===== config.mk =====
export PLATFORM = sky130hd
export DESIGN_NAME = shift_receiver
export DESIGN_NICKNAME = d
export VERILOG_FILES = /design/src/rtl/shift_rx_pkg.sv /design/src/rtl/shift_rx_fifo.sv /design/src/rtl/shift_receiver.sv
export SDC_FILE = /design/constraint.sdc
export NUM_CORES = 1
export LEC_CHECK = 0
export BUFFER_PORTS_ARGS = -buffer_cell sky130_fd_sc_hd__buf_2
export CAP_MARGIN = 20
export CORE_MARGIN = 3
export CORE_UTILIZATION = 36
export CTS_CLUSTER_SIZE = 12
export DETAILED_ROUTE_END_ITERATION = 12
export PLACE_DENSITY_LB_ADDON = 0.08
export SLEW_MARGIN = 20
export SYNTH_ARGS = -nofsm -noshare
export SYNTH_HDL_FRONTEND = slang
export SYNTH_SLANG_ARGS = --single-unit

===== constraint.sdc =====
create_clock -name clk -period 3.1 [get_ports clk]
set_clock_uncertainty 0.05 [all_clocks]
set_input_delay 0.31 -clock clk [delete_from_list [all_inputs] [get_ports clk]]
set_output_delay 0.31 -clock clk [all_outputs]
set_load 0.005 [all_outputs]

===== src/rtl/shift_rx_pkg.sv =====
// Shared definitions for the serial word receiver: default geometry and FSM encoding.
package shift_rx_pkg;

   localparam int DEF_WIDTH = 3;
   localparam int DEF_DEPTH = 2;

   typedef enum logic {
      IDLE = 1'b0,
      RECV = 1'b1
   } rx_state_t;

endpackage


===== src/rtl/shift_rx_fifo.sv =====
// Small circular word buffer with occupancy counter; q reads 0 while empty.
module shift_rx_fifo
   import shift_rx_pkg::*;
#(
   parameter int WIDTH = DEF_WIDTH,
   parameter int DEPTH = DEF_DEPTH
) (
   input  logic             clk,
   input  logic             clr,
   input  logic             push,
   input  logic             pop,
   input  logic [WIDTH-1:0] din,
   output logic [WIDTH-1:0] dout,
   output logic             full,
   output logic             empty
);

   localparam int AW = $clog2(DEPTH);

   logic [WIDTH-1:0] mem [DEPTH];
   logic [AW-1:0]    rd_ptr;
   logic [AW-1:0]    wr_ptr;
   logic [AW:0]      count;
   logic             do_push;
   logic             do_pop;

   assign empty   = (count == '0);
   assign full    = (count == (AW+1)'(DEPTH));
   assign do_pop  = pop && !empty;
   // A full buffer still accepts a word when the head leaves on the same edge.
   assign do_push = push && (!full || do_pop);
   assign dout    = empty ? '0 : mem[rd_ptr];

   // Pointer and occupancy bookkeeping; pointers wrap naturally since DEPTH is a power of two.
   always_ff @(posedge clk or posedge clr) begin
      if (clr) begin
         rd_ptr <= '0;
         wr_ptr <= '0;
         count  <= '0;
      end else begin
         if (do_push) wr_ptr <= wr_ptr + AW'(1);
         if (do_pop)  rd_ptr <= rd_ptr + AW'(1);
         case ({do_push, do_pop})
            2'b10:   count <= count + (AW+1)'(1);
            2'b01:   count <= count - (AW+1)'(1);
            default: count <= count;
         endcase
      end
   end

   // Word storage; contents are meaningless while count says empty, so no reset.
   always_ff @(posedge clk) begin
      if (do_push) mem[wr_ptr] <= din;
   end

endmodule


===== src/rtl/shift_receiver.sv =====
// Serial-to-parallel receiver: MSB-first bits with strobe and start-of-word resync,
// completed words queued in a small buffer with a sticky drop flag.
module shift_receiver
   import shift_rx_pkg::*;
#(
   parameter int WIDTH = DEF_WIDTH,
   parameter int DEPTH = DEF_DEPTH
) (
   input  logic             clk,
   input  logic             clr,
   input  logic             di,
   input  logic             di_en,
   input  logic             sof,
   output logic [WIDTH-1:0] q,
   output logic             q_valid,
   input  logic             q_ready,
   output logic             busy,
   output logic             overrun
);

   localparam int CW = $clog2(WIDTH + 1);

   rx_state_t        state_q;
   rx_state_t        state_d;
   logic [WIDTH-1:0] sreg_q;
   logic [WIDTH-1:0] sreg_d;
   logic [CW-1:0]    cnt_q;
   logic [CW-1:0]    cnt_d;
   logic [WIDTH-1:0] base;
   logic [CW-1:0]    cnt_inc;
   logic             push;
   logic             pop;
   logic             full;
   logic             empty;
   logic             overrun_q;

   // sof throws away whatever partial word is held and restarts the count at this bit.
   assign base    = sof ? '0 : sreg_q;
   assign cnt_inc = sof ? CW'(1) : cnt_q + CW'(1);
   assign pop     = q_ready && q_valid;
   assign q_valid = !empty;
   assign busy    = (state_q == RECV);
   assign overrun = overrun_q;

   // FSM state, shift register and bit counter.
   always_ff @(posedge clk or posedge clr) begin
      if (clr) begin
         state_q <= IDLE;
         sreg_q  <= '0;
         cnt_q   <= '0;
      end else begin
         state_q <= state_d;
         sreg_q  <= sreg_d;
         cnt_q   <= cnt_d;
      end
   end

   // Next-state logic: shift on strobe, push and return to IDLE on the last bit.
   always_comb begin
      state_d = state_q;
      sreg_d  = sreg_q;
      cnt_d   = cnt_q;
      push    = 1'b0;
      if (di_en) begin
         sreg_d = (base << 1) | WIDTH'(di);
         if (cnt_inc == CW'(WIDTH)) begin
            push    = 1'b1;
            cnt_d   = '0;
            state_d = IDLE;
         end else begin
            cnt_d   = cnt_inc;
            state_d = RECV;
         end
      end
   end

   // Sticky drop flag: a word completed into a full buffer with no pop is lost.
   always_ff @(posedge clk or posedge clr) begin
      if (clr) begin
         overrun_q <= 1'b0;
      end else if (push && full && !pop) begin
         overrun_q <= 1'b1;
      end
   end

   shift_rx_fifo #(
      .WIDTH (WIDTH),
      .DEPTH (DEPTH)
   ) u_fifo (
      .clk   (clk),
      .clr   (clr),
      .push  (push),
      .pop   (pop),
      .din   (sreg_d),
      .dout  (q),
      .full  (full),
      .empty (empty)
   );

endmodule


==> impl_metrics.csv, run 1 <==
group,metric,value,unit
drt,vias_per_cell,4.57,
drt,wirelength,1260,um
power,leakage,0.389,nW
timing,rsz0062_at_grt,"false",
worst_hold_path,worst_hold_path_type,"input port to flip-flop",
timing,drv_slew,0,
worst_setup_path,critical_path_required,2740,ps
worst_hold_path,hold-path-endpoint,"sreg_q[0]",
global_routing,grt_usage,0.114,
worst_setup_path,r2r_cells,2,
floorplan,dieArea,0.00278,mm^2
worst_setup_path,timing.rr.start,"cnt_q[0]",
worst_setup_path,cpLargestDelayFamily,"flip-flops",
worst_hold_path,min-delay-start,"di",
worst_setup_path,r2r_slack,1650,ps
logic_synthesis,syn-cell-area,787,um^2
power,swShare,0.250,
drt,ant_nets,0,
cells_and_area,nNetsFinal,87,
worst_setup_path,critPathMaxFanout,9,
floorplan,die_y,52.8,um
run_status,status,"finished clean",
drt,drtIter0Drc,9,
worst_setup_path,cp-end-kind,"primary output",
logic_synthesis,avgSynthCellArea,11.7,um^2
job,cap_violations,0,
worst_setup_path,regToRegEndpoint,"u_fifo.mem[0][0]",
place,io_buffers,11,
timing,tightestPinTransition,442,ps
drt,via_count,489,
timing,max_freq,0.605,GHz
cells_and_area,fillers,201,
worst_setup_path,path_common_cell,"nor2_1",
drt,wire_per_inst,11.8,um
cells_and_area,syn_to_final_growth,13.4,%
timing,tns,0,ps
power,pwr-share-clk,0.251,
cells_and_area,drive_above_1_share,0.250,
clock_network,clock_path_buffers,2,
power,seqPwrFrac,0.623,
floorplan,core_area,0.00202,mm^2
power,powerDensity,506,mW/mm^2
global_routing,antenna_found_initial,0,
worst_setup_path,path_cells,"nor2_1, nor2_1, buf_2",
clock_network,clkSinkCount,17,
global_routing,overflow,0,
worst_setup_path,crit_slowest_cell,"dfrtp_1",
logic_synthesis,synth_cell_types,27,
worst_setup_path,max_stage_delay,490,ps
clock_network,cts_tree,"done",
timing,fin_crit_sh,0.533,
place,gp_congestion,0.757,
power,p_sw,0.000113,W
worst_setup_path,startpoint_type,"flip-flop",
logic_synthesis,synth_nets,73,
floorplan,dieWidth,52.8,um
logic_synthesis,synth_cells,67,
worst_hold_path,min_delay_path_depth,2,
global_routing,grt_pass1_wl,2190,um
floorplan,rows,16,
power,ir_drop,280,uV
worst_setup_path,arrival,1290,ps
clock_network,h-tree-depth,1,
place,hpwl,946,um
clock_network,cts_root_buffer,"clkbuf_4",
drt,drc_errors,0,
timing,finalHoldViolCount,0,
logic_synthesis,yosysSeqAreaShare,0.579,
power,p_int,0.000338,W
global_routing,grt_max_degree,12,
logic_synthesis,ys_warn_count,0,
timing,period_needed,1650,ps
clock_network,insertion_delay,280,ps
timing,finalSetupViolCount,0,
clock_network,clk_pin_slew,100,ps
cells_and_area,insertedDiodeCount,0,
logic_synthesis,synth_seq_cells,17,
worst_setup_path,cp_num_buf_inv,1,
drt,firstDrtPassIters,4,
global_routing,grt_pass1_vias,478,
clock_network,cts_buffers,3,
floorplan,boundaryPins,12,
floorplan,start_util,0.389,
worst_setup_path,criticalPathCategory,"flip-flop to primary output",
cells_and_area,final_util,0.441,
power,pwr-share-comb,0.127,
timing,slew_headroom,0.705,
==> state kept, by name, indices dropped and copies added, names as in the netlist <==
register       count
u_fifo.mem         6
cnt_q              2
u_fifo.rd_ptr      1
overrun            1
busy               1
u_fifo.count       2
u_fifo.wr_ptr      1
sreg_q             3
==> cell type report <==
class	instances	area (um^2)	area share
clock buffers	4	26.3	0.0295
inverters	5	18.8	0.0210
multi-input cells	42	293	0.328
flip-flops and latches	17	455	0.511
well taps	27	33.8	0.0379
repair buffers	12	65.1	0.0729
==> power groups by stage <==
stage | Combinational (W) | Clock [W] | Sequential, W
finish | 0.0000571 | 0.000113 | 0.000281
global route | 0.0000646 | 0.000131 | 0.000286
global placement | 0.0000565 | 0 | 0.000286
detailed placement | 0.0000565 | 0 | 0.000286
CTS | 0.0000582 | 0.000121 | 0.000282
floorplan | 0.0000588 | 0 | 0.000271
==> per-layer routing <==
| metal | global-route usage | vias up | routed length (um) | part of all wire |
|---|---|---|---|---|
| li1 | - | 254 | - | - |
| met1 | 0.145 | 222 | 601 | 0.48 |
| met2 | 0.169 | 11 | 580 | 0.46 |
| met3 | 0.0342 | 2 | 66 | 0.052 |
| met4 | 0.0638 | 0 | 10 | 0.0079 |
| met5 | 0 | - | 0 | 0 |
==> timing repair <==
item                                    CTS  global route
hold buffers                              1             0
hold endpoints to repair                 11             0
gates resized for setup                   0             0
buffers inserted                          0             0
endpoints found under the setup margin    0             0
==> stage by stage <==
stage / power [W] / worst slack [ps] / hold WS, ps / instances / cell area (um^2)
floorplan: 0.000330 / 1770 / 112 / 67 / 787
global placement: 0.000342 / 1660 / 289 / 102 / 856
detailed placement: 0.000343 / 1610 / 276 / 102 / 856
CTS: 0.000461 / 1400 / 246 / 107 / 892
global route: 0.000482 / 1300 / 245 / 107 / 892
finish: 0.000451 / 1450 / 260 / 107 / 892
==> cells by family (layout without fill, tap and decap cells) <==
kind of cell / Yosys count / in the layout / synth area share
AO/OA/AOI/OAI: 7 / 7 / 0.0477
buffers and inverters: 8 / 21 / 0.0493
XOR/XNOR: 2 / 2 / 0.0223
flip-flops: 17 / 17 / 0.579
AND/OR/NAND/NOR: 28 / 28 / 0.237
multiplexers: 5 / 5 / 0.0652
==> layout by cell type (no fill, tap or decap) <==
cell type,instances
nand2b_1,1
mux2_2,1
edfxtp_1,6
nand3_1,2
nand4b_1,1
dlygate4sd3_1,1
nor3b_4,1
buf_2,11
clkbuf_4,3
a21o_1,1
and2b_1,1
nor2_1,9
mux2i_1,4
o21ai_0,3
nor3_1,2
nor2_2,1
and4bb_4,1
inv_1,5
nand4_1,1
and2_1,1
xnor2_1,1
a21oi_1,3
nor3_2,1
xor2_1,1
clkbuf_1,1
nand4bb_4,1
dfrtp_1,11
nand2_1,5
==> Yosys cell counts <==
| master | number | area, um^2 |
|---|---|---|
| nand2_1 | 5 | 18.8 |
| nor3_2 | 1 | 10.0 |
| and2_1 | 1 | 6.26 |
| mux2_2 | 1 | 11.3 |
| buf_6 | 1 | 11.3 |
| a21o_1 | 1 | 7.51 |
| nor3_1 | 2 | 10.0 |
| nor3b_4 | 1 | 18.8 |
| mux2i_1 | 4 | 40.0 |
| xnor2_1 | 1 | 8.76 |
| nor2_2 | 1 | 6.26 |
| clkbuf_1 | 1 | 3.75 |
| nand2b_1 | 1 | 6.26 |
| edfxtp_1 | 6 | 180 |
| inv_1 | 5 | 18.8 |
| nand4bb_4 | 1 | 27.5 |
| and2b_1 | 1 | 7.51 |
| and4bb_4 | 1 | 16.3 |
| nor2_1 | 9 | 33.8 |
| dfrtp_1 | 11 | 275 |
| xor2_1 | 1 | 8.76 |
| nand3_1 | 2 | 10.0 |
| buf_2 | 1 | 5.00 |
| nand4b_1 | 1 | 8.76 |
| nand4_1 | 1 | 6.26 |
| a21oi_1 | 3 | 15.0 |
| o21ai_0 | 3 | 15.0 |
==> how the worst max path moves through the flow <==
stage / from / endpoint / slack, ps / cells past startpoint
2_1_floorplan: cnt_q[0] / u_fifo.mem[0][0] / 1770 / 2
5_1_grt: u_fifo.count[0] / q[1] / 1300 / 3
3_3_place_gp: sof / u_fifo.mem[0][0] / 1660 / 3
3_5_place_dp: sof / u_fifo.mem[0][2] / 1610 / 3
4_1_cts: u_fifo.count[0] / q[0] / 1400 / 3
6_report: u_fifo.count[0] / q[1] / 1450 / 3
Note: power is estimated with default switching activity, not from simulation.
==> run 2, diff against run 1 <==
clock period = 1.5 ns   (was 3.1 ns; I/O delays follow)
==> run 2 against run 1 <==
Largest power group unchanged. Worst hold slack worse by 170 ps. Combinational power grew 120%. Non-clock buffer count increased by 2. Register-to-register slack lost 1600 ps. Clock power up 120%.
==> impl_metrics.csv, run 2 (synthesized netlist as in run 1, its figures left out) <==
group,metric,value,unit
worst_setup_path,regToRegEndpoint,"u_fifo.mem[0][0]",
drt,via_count,525,
worst_setup_path,cp-end-kind,"flip-flop",
place,gp_congestion,0.799,
worst_setup_path,crit_path_start,"cnt_q[1]",
floorplan,dieArea,0.00278,mm^2
worst_setup_path,critical_path_required,1410,ps
clock_network,clk_pin_slew,100,ps
worst_setup_path,r2r_slack,90,ps
timing,finalHoldViolCount,0,
worst_setup_path,r2r_cells,2,
power,powerDensity,1050,mW/mm^2
floorplan,dieWidth,52.8,um
worst_setup_path,critPathMaxFanout,5,
cells_and_area,regMostFlops,"u_fifo.mem",
clock_network,h-tree-depth,1,
floorplan,boundaryPins,12,
global_routing,grt_pass1_vias,501,
worst_hold_path,worst_hold_path_type,"input port to flip-flop",
drt,drtIter0Drc,2,
cells_and_area,syn_to_final_growth,16.4,%
timing,period_needed,1410,ps
drt,drc_errors,0,
floorplan,start_util,0.389,
timing,max_freq,0.708,GHz
clock_network,clock_path_buffers,2,
drt,wire_per_inst,12.9,um
cells_and_area,insertedDiodeCount,0,
clock_network,cts_root_buffer,"clkbuf_4",
global_routing,grt_pass1_wl,2390,um
drt,ant_nets,0,
drt,firstDrtPassIters,4,
worst_setup_path,timing.rr.start,"cnt_q[1]",
worst_setup_path,startpoint_type,"flip-flop",
job,cap_violations,0,
timing,drv_slew,0,
cells_and_area,drive_above_1_share,0.293,
global_routing,grt_max_degree,12,
floorplan,rows,16,
timing,finalSetupViolCount,0,
global_routing,overflow,0,
cells_and_area,multiInputGateArea,300,um^2
power,leakage,0.405,nW
timing,rsz0062_at_grt,"false",
run_status,status,"finished clean",
clock_network,cts_buffers,3,
worst_setup_path,arrival,1320,ps
timing,holdWs,87.8,ps
drt,vias_per_cell,4.82,
cells_and_area,largest_reg_flops,6,
clock_network,insertion_delay,290,ps
place,io_buffers,11,
place,hpwl,1030,um
power,ir_drop,483,uV
timing,tightestPinTransition,446,ps
floorplan,die_y,52.8,um
timing,slew_headroom,0.702,
cells_and_area,mostFrequentLayoutCells,"dfrtp_1, buf_2, nor2_1, edfxtp_1",
cells_and_area,reg.largest.list,"u_fifo.mem: 6 flops, sreg_q: 3 flops",
worst_setup_path,criticalPathCategory,"flip-flop to flip-flop",
cells_and_area,nNetsFinal,89,
clock_network,clkSinkCount,17,
timing,fin_crit_sh,0.941,
timing,tns,0,ps
cells_and_area,regArea,455,um^2
power,p_total,0.000960,W
drt,wirelength,1400,um
worst_setup_path,cp-endpoint,"u_fifo.mem[0][0]",
floorplan,core_area,0.00202,mm^2
global_routing,antenna_found_initial,0,
cells_and_area,fillers,203,
clock_network,cts_tree,"done",
global_routing,grt_usage,0.126,
==> run 2: cell count changes in the layout (fill, tap and decap cells not counted) <==
cell and delta:
clkbuf_1 -1, buf_4 +2, clkinv_2 +1, nor2_4 +1
nor2_1 -1
==> run 2: worst max-delay path: stages (launching register included) <==
cell,delay [ps]
dfrtp_1,470
nand4bb_4,160
nor3_1,400
==> run 2: worst min-delay path by stage <==
stage | startpoint | endpoint | depth (start not counted)
final | di | sreg_q[0] | 2
after global routing | di | sreg_q[0] | 2
after CTS | di | sreg_q[0] | 2
after detailed placement | clr | overrun | 2
after global placement | clr | overrun | 2
after floorplan | clr | busy | 1
==> run 2: timing repair <==
action / 4_1_cts / 5_1_grt
hold endpoints to repair: 11 / 0
resized for setup: 2 / 0
hold buffers: 1 / 0
buffers inserted: 0 / 0
endpoints found under the setup margin: 4 / 0
==> run 2: where the power goes <==
| part | total [W] | leakage [nW] | internal (W) | switching, W |
|---|---|---|---|---|
| sequential | 0.000581 | 0.192 | 0.000528 | 0.0000528 |
| combinational | 0.000128 | 0.196 | 0.0000729 | 0.0000548 |
| clock | 0.000251 | 0.0177 | 0.0000993 | 0.000152 |
| total | 0.000960 | 0.405 | 0.000700 | 0.000260 |
==> run 2: layout make-up <==
cell class / instances / area share
clock inverters: 1 / 0.00546
well taps: 27 / 0.0369
multi-input cells: 42 / 0.328
repair buffers: 14 / 0.0874
inverters: 5 / 0.0205
clock buffers: 3 / 0.0246
flip-flops and latches: 17 / 0.497
==> run 2: stage by stage <==
stage / utilization / worst slack (ps) / instances / area [um^2]
final: 0.453 / 88.3 / 109 / 916
after global routing: 0.453 / 13.4 / 109 / 916
after CTS: 0.453 / 64.3 / 109 / 916
after detailed placement: 0.431 / 96.9 / 104 / 871
after global placement: 0.431 / 161 / 104 / 871
after floorplan: - / 171 / 67 / 787
==> run 2: per-layer routing <==
layer	part of all wire	routed length, um	up-vias	GRT usage
met5	0	0	-	0
met4	0.031	44	0	0.0894
met3	0.037	52	5	0.0256
met2	0.46	644	10	0.182
met1	0.47	663	245	0.164
li1	-	-	265	-
